**src/rtl/pyrm_branch_resolve_block_if.sv**
```systemverilog
// rtl/pyrm_branch_resolve_block_if.sv - fetch/execute/regfile handshake bundle for the branch resolve block
interface pyrm_branch_resolve_block_if #(
  parameter int XLEN   = 64,
  parameter int ILEN   = 32,
  parameter int REG_AW = 5
);
  logic [XLEN-1:0]   pc_pyri;
  logic              pc_valid_pyri;
  logic              pc_retry_pyro;
  logic [ILEN-1:0]   inst_pyri;
  logic              inst_valid_pyri;
  logic              inst_retry_pyro;
  logic [REG_AW-1:0] rs1_addr_pyro;
  logic [REG_AW-1:0] rs2_addr_pyro;
  logic [XLEN-1:0]   rs1_data_pyri;
  logic [XLEN-1:0]   rs2_data_pyri;
  logic              operands_ready_pyri;
  logic [XLEN-1:0]   branch_pc_pyro;
  logic              branch_pc_valid_pyro;
  logic              branch_pc_retry_pyri;
  logic [XLEN-1:0]   dec_pc_pyro;
  logic [ILEN-1:0]   dec_inst_pyro;
  logic              dec_valid_pyro;
  logic              dec_retry_pyri;

  // The resolve block itself
  modport slave (
    input  pc_pyri, pc_valid_pyri, inst_pyri, inst_valid_pyri,
    input  rs1_data_pyri, rs2_data_pyri, operands_ready_pyri,
    input  branch_pc_retry_pyri, dec_retry_pyri,
    output pc_retry_pyro, inst_retry_pyro, rs1_addr_pyro, rs2_addr_pyro,
    output branch_pc_pyro, branch_pc_valid_pyro,
    output dec_pc_pyro, dec_inst_pyro, dec_valid_pyro
  );

  // Surrounding fetch / execute / register file
  modport master (
    output pc_pyri, pc_valid_pyri, inst_pyri, inst_valid_pyri,
    output rs1_data_pyri, rs2_data_pyri, operands_ready_pyri,
    output branch_pc_retry_pyri, dec_retry_pyri,
    input  pc_retry_pyro, inst_retry_pyro, rs1_addr_pyro, rs2_addr_pyro,
    input  branch_pc_pyro, branch_pc_valid_pyro,
    input  dec_pc_pyro, dec_inst_pyro, dec_valid_pyro
  );
endinterface

```
**src/rtl/pyrm_branch_resolve_block.sv**
```systemverilog
// rtl/pyrm_branch_resolve_block.sv - one-entry fetch buffer forwarding to execute and resolving branch/jalr targets
module pyrm_branch_resolve_block #(
  parameter int XLEN   = 64,
  parameter int ILEN   = 32,
  parameter int REG_AW = 5
) (
  input  logic clk,
  input  logic reset_n_pyri,
  pyrm_branch_resolve_block_if.slave bus
);
  localparam logic [6:0] OP_BRANCH = 7'b1100011;
  localparam logic [6:0] OP_JALR   = 7'b1100111;

  logic            ent_v;
  logic [XLEN-1:0] ent_pc;
  logic [ILEN-1:0] ent_inst;
  logic            fwd_done;
  logic            br_done;

  logic            is_jalr;
  logic            need_br;
  logic            dec_valid;
  logic            br_valid;
  logic            dec_xfer;
  logic            br_xfer;
  logic            in_xfer;
  logic            complete;
  logic            retry;
  logic            taken;
  logic [XLEN-1:0] rs1;
  logic [XLEN-1:0] rs2;
  logic [XLEN-1:0] imm_i;
  logic [XLEN-1:0] imm_b;
  logic [XLEN-1:0] jalr_sum;
  logic [XLEN-1:0] target;

  // Handshake bookkeeping: the entry retires once both consumers it owes have taken it
  always_comb begin
    is_jalr   = (ent_inst[6:0] == OP_JALR);
    need_br   = (ent_inst[6:0] == OP_BRANCH) || is_jalr;
    dec_valid = ent_v && !fwd_done;
    br_valid  = ent_v && need_br && !br_done && bus.operands_ready_pyri;
    dec_xfer  = dec_valid && !bus.dec_retry_pyri;
    br_xfer   = br_valid && !bus.branch_pc_retry_pyri;
    complete  = ent_v && (fwd_done || dec_xfer) && (!need_br || br_done || br_xfer);
    retry     = ent_v && !complete;
    // Mismatched pc/inst valids are dropped rather than half-captured
    in_xfer   = bus.pc_valid_pyri && bus.inst_valid_pyri && !retry;
  end

  // Target resolution from the buffered instruction and same-cycle register data
  always_comb begin
    rs1      = bus.rs1_data_pyri;
    rs2      = bus.rs2_data_pyri;
    imm_i    = {{(XLEN-12){ent_inst[31]}}, ent_inst[31:20]};
    imm_b    = {{(XLEN-13){ent_inst[31]}}, ent_inst[31], ent_inst[7],
                ent_inst[30:25], ent_inst[11:8], 1'b0};
    jalr_sum = rs1 + imm_i;
    case (ent_inst[14:12])
      3'b000:  taken = (rs1 == rs2);
      3'b001:  taken = (rs1 != rs2);
      3'b100:  taken = ($signed(rs1) <  $signed(rs2));
      3'b101:  taken = ($signed(rs1) >= $signed(rs2));
      3'b110:  taken = (rs1 <  rs2);
      3'b111:  taken = (rs1 >= rs2);
      default: taken = 1'b0;
    endcase
    if (is_jalr) begin
      target = {jalr_sum[XLEN-1:1], 1'b0};
    end else if (taken) begin
      target = ent_pc + imm_b;
    end else begin
      target = ent_pc + XLEN'(4);
    end
  end

  // Output drive: everything is zero whenever the entry is empty, including during reset
  always_comb begin
    bus.pc_retry_pyro        = retry;
    bus.inst_retry_pyro      = retry;
    bus.rs1_addr_pyro        = ent_v ? ent_inst[19:15] : '0;
    bus.rs2_addr_pyro        = ent_v ? ent_inst[24:20] : '0;
    bus.dec_valid_pyro       = dec_valid;
    bus.dec_pc_pyro          = ent_v ? ent_pc : '0;
    bus.dec_inst_pyro        = ent_v ? ent_inst : '0;
    bus.branch_pc_valid_pyro = br_valid;
    bus.branch_pc_pyro       = (ent_v && need_br) ? target : '0;
  end

  // Entry register: refill on capture (same cycle as retirement), drain, or record partial transfers
  always_ff @(posedge clk or negedge reset_n_pyri) begin
    if (!reset_n_pyri) begin
      ent_v    <= 1'b0;
      ent_pc   <= '0;
      ent_inst <= '0;
      fwd_done <= 1'b0;
      br_done  <= 1'b0;
    end else if (in_xfer) begin
      ent_v    <= 1'b1;
      ent_pc   <= bus.pc_pyri;
      ent_inst <= bus.inst_pyri;
      fwd_done <= 1'b0;
      br_done  <= 1'b0;
    end else if (complete) begin
      ent_v    <= 1'b0;
      fwd_done <= 1'b0;
      br_done  <= 1'b0;
    end else begin
      if (dec_xfer) fwd_done <= 1'b1;
      if (br_xfer)  br_done  <= 1'b1;
    end
  end
endmodule
```
**src/flat_wrapper.sv**
```systemverilog
// flat-port wrapper written by rule: the top's interface ports become plain ports
module pyrm_branch_resolve_block_flat 
#(
  parameter int XLEN   = 64,
  parameter int ILEN   = 32,
  parameter int REG_AW = 5
)
  (clk, reset_n_pyri, bus_pc_pyri, bus_pc_valid_pyri, bus_inst_pyri, bus_inst_valid_pyri, bus_rs1_data_pyri, bus_rs2_data_pyri, bus_operands_ready_pyri, bus_branch_pc_retry_pyri, bus_dec_retry_pyri, bus_pc_retry_pyro, bus_inst_retry_pyro, bus_rs1_addr_pyro, bus_rs2_addr_pyro, bus_branch_pc_pyro, bus_branch_pc_valid_pyro, bus_dec_pc_pyro, bus_dec_inst_pyro, bus_dec_valid_pyro);
  pyrm_branch_resolve_block_if #(.XLEN(XLEN), .ILEN(ILEN), .REG_AW(REG_AW)) bus_i ();
  input  logic clk;
  input  logic reset_n_pyri;
  input wire logic [$bits(bus_i.pc_pyri)-1:0] bus_pc_pyri;
  input wire logic [$bits(bus_i.pc_valid_pyri)-1:0] bus_pc_valid_pyri;
  input wire logic [$bits(bus_i.inst_pyri)-1:0] bus_inst_pyri;
  input wire logic [$bits(bus_i.inst_valid_pyri)-1:0] bus_inst_valid_pyri;
  input wire logic [$bits(bus_i.rs1_data_pyri)-1:0] bus_rs1_data_pyri;
  input wire logic [$bits(bus_i.rs2_data_pyri)-1:0] bus_rs2_data_pyri;
  input wire logic [$bits(bus_i.operands_ready_pyri)-1:0] bus_operands_ready_pyri;
  input wire logic [$bits(bus_i.branch_pc_retry_pyri)-1:0] bus_branch_pc_retry_pyri;
  input wire logic [$bits(bus_i.dec_retry_pyri)-1:0] bus_dec_retry_pyri;
  output wire logic [$bits(bus_i.pc_retry_pyro)-1:0] bus_pc_retry_pyro;
  output wire logic [$bits(bus_i.inst_retry_pyro)-1:0] bus_inst_retry_pyro;
  output wire logic [$bits(bus_i.rs1_addr_pyro)-1:0] bus_rs1_addr_pyro;
  output wire logic [$bits(bus_i.rs2_addr_pyro)-1:0] bus_rs2_addr_pyro;
  output wire logic [$bits(bus_i.branch_pc_pyro)-1:0] bus_branch_pc_pyro;
  output wire logic [$bits(bus_i.branch_pc_valid_pyro)-1:0] bus_branch_pc_valid_pyro;
  output wire logic [$bits(bus_i.dec_pc_pyro)-1:0] bus_dec_pc_pyro;
  output wire logic [$bits(bus_i.dec_inst_pyro)-1:0] bus_dec_inst_pyro;
  output wire logic [$bits(bus_i.dec_valid_pyro)-1:0] bus_dec_valid_pyro;
  assign bus_i.pc_pyri = bus_pc_pyri;
  assign bus_i.pc_valid_pyri = bus_pc_valid_pyri;
  assign bus_i.inst_pyri = bus_inst_pyri;
  assign bus_i.inst_valid_pyri = bus_inst_valid_pyri;
  assign bus_i.rs1_data_pyri = bus_rs1_data_pyri;
  assign bus_i.rs2_data_pyri = bus_rs2_data_pyri;
  assign bus_i.operands_ready_pyri = bus_operands_ready_pyri;
  assign bus_i.branch_pc_retry_pyri = bus_branch_pc_retry_pyri;
  assign bus_i.dec_retry_pyri = bus_dec_retry_pyri;
  assign bus_pc_retry_pyro = bus_i.pc_retry_pyro;
  assign bus_inst_retry_pyro = bus_i.inst_retry_pyro;
  assign bus_rs1_addr_pyro = bus_i.rs1_addr_pyro;
  assign bus_rs2_addr_pyro = bus_i.rs2_addr_pyro;
  assign bus_branch_pc_pyro = bus_i.branch_pc_pyro;
  assign bus_branch_pc_valid_pyro = bus_i.branch_pc_valid_pyro;
  assign bus_dec_pc_pyro = bus_i.dec_pc_pyro;
  assign bus_dec_inst_pyro = bus_i.dec_inst_pyro;
  assign bus_dec_valid_pyro = bus_i.dec_valid_pyro;
  pyrm_branch_resolve_block #(.XLEN(XLEN), .ILEN(ILEN), .REG_AW(REG_AW)) u_core (.clk(clk), .reset_n_pyri(reset_n_pyri), .bus(bus_i));
endmodule
```
**config.mk**
```make
export PLATFORM = sky130hd
export DESIGN_NAME = pyrm_branch_resolve_block_flat
export DESIGN_NICKNAME = d
export VERILOG_FILES = /design/src/rtl/pyrm_branch_resolve_block_if.sv /design/src/rtl/pyrm_branch_resolve_block.sv /design/src/flat_wrapper.sv
export SDC_FILE = /design/constraint.sdc
export NUM_CORES = 1
export LEC_CHECK = 0
export CORE_MARGIN = 10
export CORE_UTILIZATION = 50
export DETAILED_ROUTE_END_ITERATION = 10
export GPL_ROUTABILITY_DRIVEN = 0
export PLACE_DENSITY = 0.82
export SLEW_MARGIN = 20
export SYNTH_ARGS = -nofsm -noshare
export SYNTH_HDL_FRONTEND = slang
export SYNTH_SLANG_ARGS = --single-unit
```
**constraint.sdc**
```tcl
create_clock -name clk -period 10.07 [get_ports clk]
set_clock_uncertainty 0.2 [all_clocks]
set_input_delay 2.014 -clock clk [delete_from_list [all_inputs] [get_ports clk]]
set_output_delay 2.014 -clock clk [all_outputs]
set_load 0.005 [all_outputs]
```
==> results_dict.tcl <==
set metrics [dict create \
    htree_levels 3 \
    swShare_pct 48.1 \
    tightest_slew_ns 0.907 \
    crit_type "in2out" \
    reg2reg_slack_ns 5.74 \
    finalSetupViolations 0 \
    cts_resized 0 \
    clock_tree.root_cell "clkbuf_16" \
    synth_fp_nets 2396 \
    synth_area_per_cell_um2 7.72 \
    grt_pass1_vias 16888 \
    hpwl_mm 48.1 \
    cts.clk_slew.worst_paths_ns 0.07 \
    hold_buffers 0 \
    hold_path.class "reg2reg" \
    slew_headroom_pct 39.5 \
    pwr-share-comb_pct 69.5 \
    cts_sinks 99 \
    placedCellCount 2708 \
    core_um2 29900 \
    finalMaxSlewViolations 0 \
    grt_pass1_wl_mm 90.8 \
    grt_max_degree 103 \
    layout-drive-gt1-share_pct 6.30 \
    arrival_ns 7.46 \
    internal-power_w 0.00176 \
    grtUsageTotal_pct 29.2 \
    setup_ws_ns 0.392 \
    initialDrtViolationCount 1424 \
    power_w 0.00340 \
    die_height_um 195 \
    p_leak_nw 8.66 \
    clock_latency_ns 0.38 \
    seqPwrFrac_pct 18.6 \
    diodes 0 \
    syn_inst 1974 \
    synthArstFlopShare_pct 100 \
    ant_nets 0 \
    power.density_nw_per_um2 171 \
    postCtsSetupBuffers 0 \
    yosys_warnings 0 \
    synth_edf_count 0 \
    numCtsBuffers 9 \
    period_share_pct 96.1 \
    ys_seq_elements 99 \
    avgRoutedWirePerCell_um 21.4 \
    die_area_um2 37900 \
    overflow 0 \
    antenna_found_initial 0 \
    ys_seq_area_share_pct 16.3 \
    pre_cts_slack_ns 0.457 \
    setup_tns_ns 0 \
    worstSetupStartpointType "input port" \
    fin_cells 2724 \
    port_buffers 404 \
    cap_violations 0 \
    viasPerCell 6.15 \
    cp.required_ns 7.86 \
    min_period_ns 9.68 \
    final_cell_mix "403 x clkdlybuf4s50_1, 195 x a21oi_1, 189 x ha_1, 157 x nor2_1, 156 x nand2_1" \
    ir_worst_vdd_v 0.000166 \
    max_freq_mhz 103 \
    num_rows 63 \
    first_pass_iters 7 \
    path_max_fanout 52 \
    drc 0 \
    top_level_ports 405 \
    cts_tree "built" \
    vias 16740 \
    drt-total-wl_mm 58.2 \
    switching_power_w 0.00164 \
    p_clk_share_pct 11.9 \
    final_nets 2751 \
    end_kind "primary output" \
    ys.flop_type "dfrtp_1" \
    layout_commonest_cell "clkdlybuf4s50_1" \
    status "finished clean" \
    area_delta_synth_final_pct 30.6 \
    yosysUniqueCellTypes 61 \
    timing_hold_violations_final 0 \
    syn_area_um2 15200 \
    dieWidth_um 195 \
    rsz0062_at_grt "false" \
    clk_path_buf_depth 2 \
    start_util_pct 51.0 \
]
through the flow:
step,cell area (um2),hold WS (ns),utilization (%)
after floorplan,15200,0.272,-
after global placement,19600,0.283,65.5
after detailed placement,19600,0.296,65.5
after CTS,19900,0.313,66.6
after global routing,19900,0.338,66.6
final,19900,0.310,66.6
final cells by class:
| class | instances | area [um2] |
|---|---|---|
| fill | 2508 | 9970 |
| inverter | 107 | 402 |
| sequential | 99 | 2480 |
| clock inverter | 6 | 100 |
| tap | 390 | 488 |
| multi-input combinational | 1693 | 12000 |
| clock buffer | 10 | 239 |
| timing repair buffer | 419 | 4170 |
worst paths after layout:
kind | start | end | depth (start not counted)
setup / recovery | bus_rs2_data_pyri[49] | bus_branch_pc_pyro[30] | 17
min in group asynchronous | reset_n_pyri | u_core.ent_inst[12] | 1
setup reg to reg | u_core.ent_inst[4] | u_core.ent_pc[57] | 11
hold reg to reg | u_core.ent_inst[17] | u_core.ent_inst[17] | 1
hold / removal | u_core.ent_inst[17] | u_core.ent_inst[17] | 1
max in group asynchronous | reset_n_pyri | u_core.ent_inst[31] | 2
layer usage:
metal	vias to the layer above	share of wire [%]	global-route usage [%]
li1	7864	-	-
met1	7855	37	31.8
met2	862	48	51.1
met3	159	10	9.05
met4	0	4.5	12.2
met5	-	0	0
power by group through the flow:
stage          registers [W]  logic, W  clock network [W]
6_report            0.000631   0.00236           0.000406
5_1_grt             0.000642   0.00257           0.000430
4_1_cts             0.000626   0.00232           0.000416
3_5_place_dp        0.000634   0.00230                  0
3_3_place_gp        0.000630   0.00226                  0
2_1_floorplan       0.000579   0.00162                  0
registers in the layout, summed over array words and instances, names as in the netlist:
register and count:
u_core.ent_pc 64, u_core.ent_inst 32, u_core.ent_v 1, u_core.br_done 1, u_core.fwd_done 1
worst max-delay path, cell delays in order:
cell             delay (ns)
clkdlybuf4s50_1        0.47
inv_1                  0.05
ha_1                   0.29
nand3_1                0.09
or4_1                  0.56
or4_1                  0.62
nor4b_1                0.37
o31ai_1                0.20
and3_1                 0.22
mux2_2                 0.26
a22o_1                 0.21
a2111oi_4              0.40
buf_12                 0.32
inv_1                  0.34
mux2i_1                0.20
o22ai_1                0.23
clkdlybuf4s50_1        0.58
logic make-up (layout without fill, tap and decap cells):
family                   after synthesis  in the layout  synth area share (%)
flip-flops                            99             99                  16.3
AO/OA/AOI/OAI                        557            557                  23.3
AND/OR/NAND/NOR                      650            650                  21.1
multiplexers                         123            123                  8.86
buffers and inverters                182            542                  4.85
adder cells (fa/ha/maj)              191            191                  15.8
XOR/XNOR                             172            172                  9.89
synth_stat cells, drive strengths merged (43+ instances only):
cell / instances / share of area (%)
a21oi: 195 / 6.4
mux2: 95 / 7.0
o21ai: 87 / 2.9
clkbuf: 53 / 1.3
and2: 113 / 4.6
xor2: 75 / 4.3
inv: 107 / 2.6
ha: 189 / 16
nor2: 157 / 3.9
nand2: 157 / 3.9
xnor2: 97 / 5.6
nand3: 54 / 1.8
dfrtp: 99 / 16
nand4: 43 / 1.8
a21o: 91 / 4.5
Note: power is estimated with default switching activity, not from simulation.
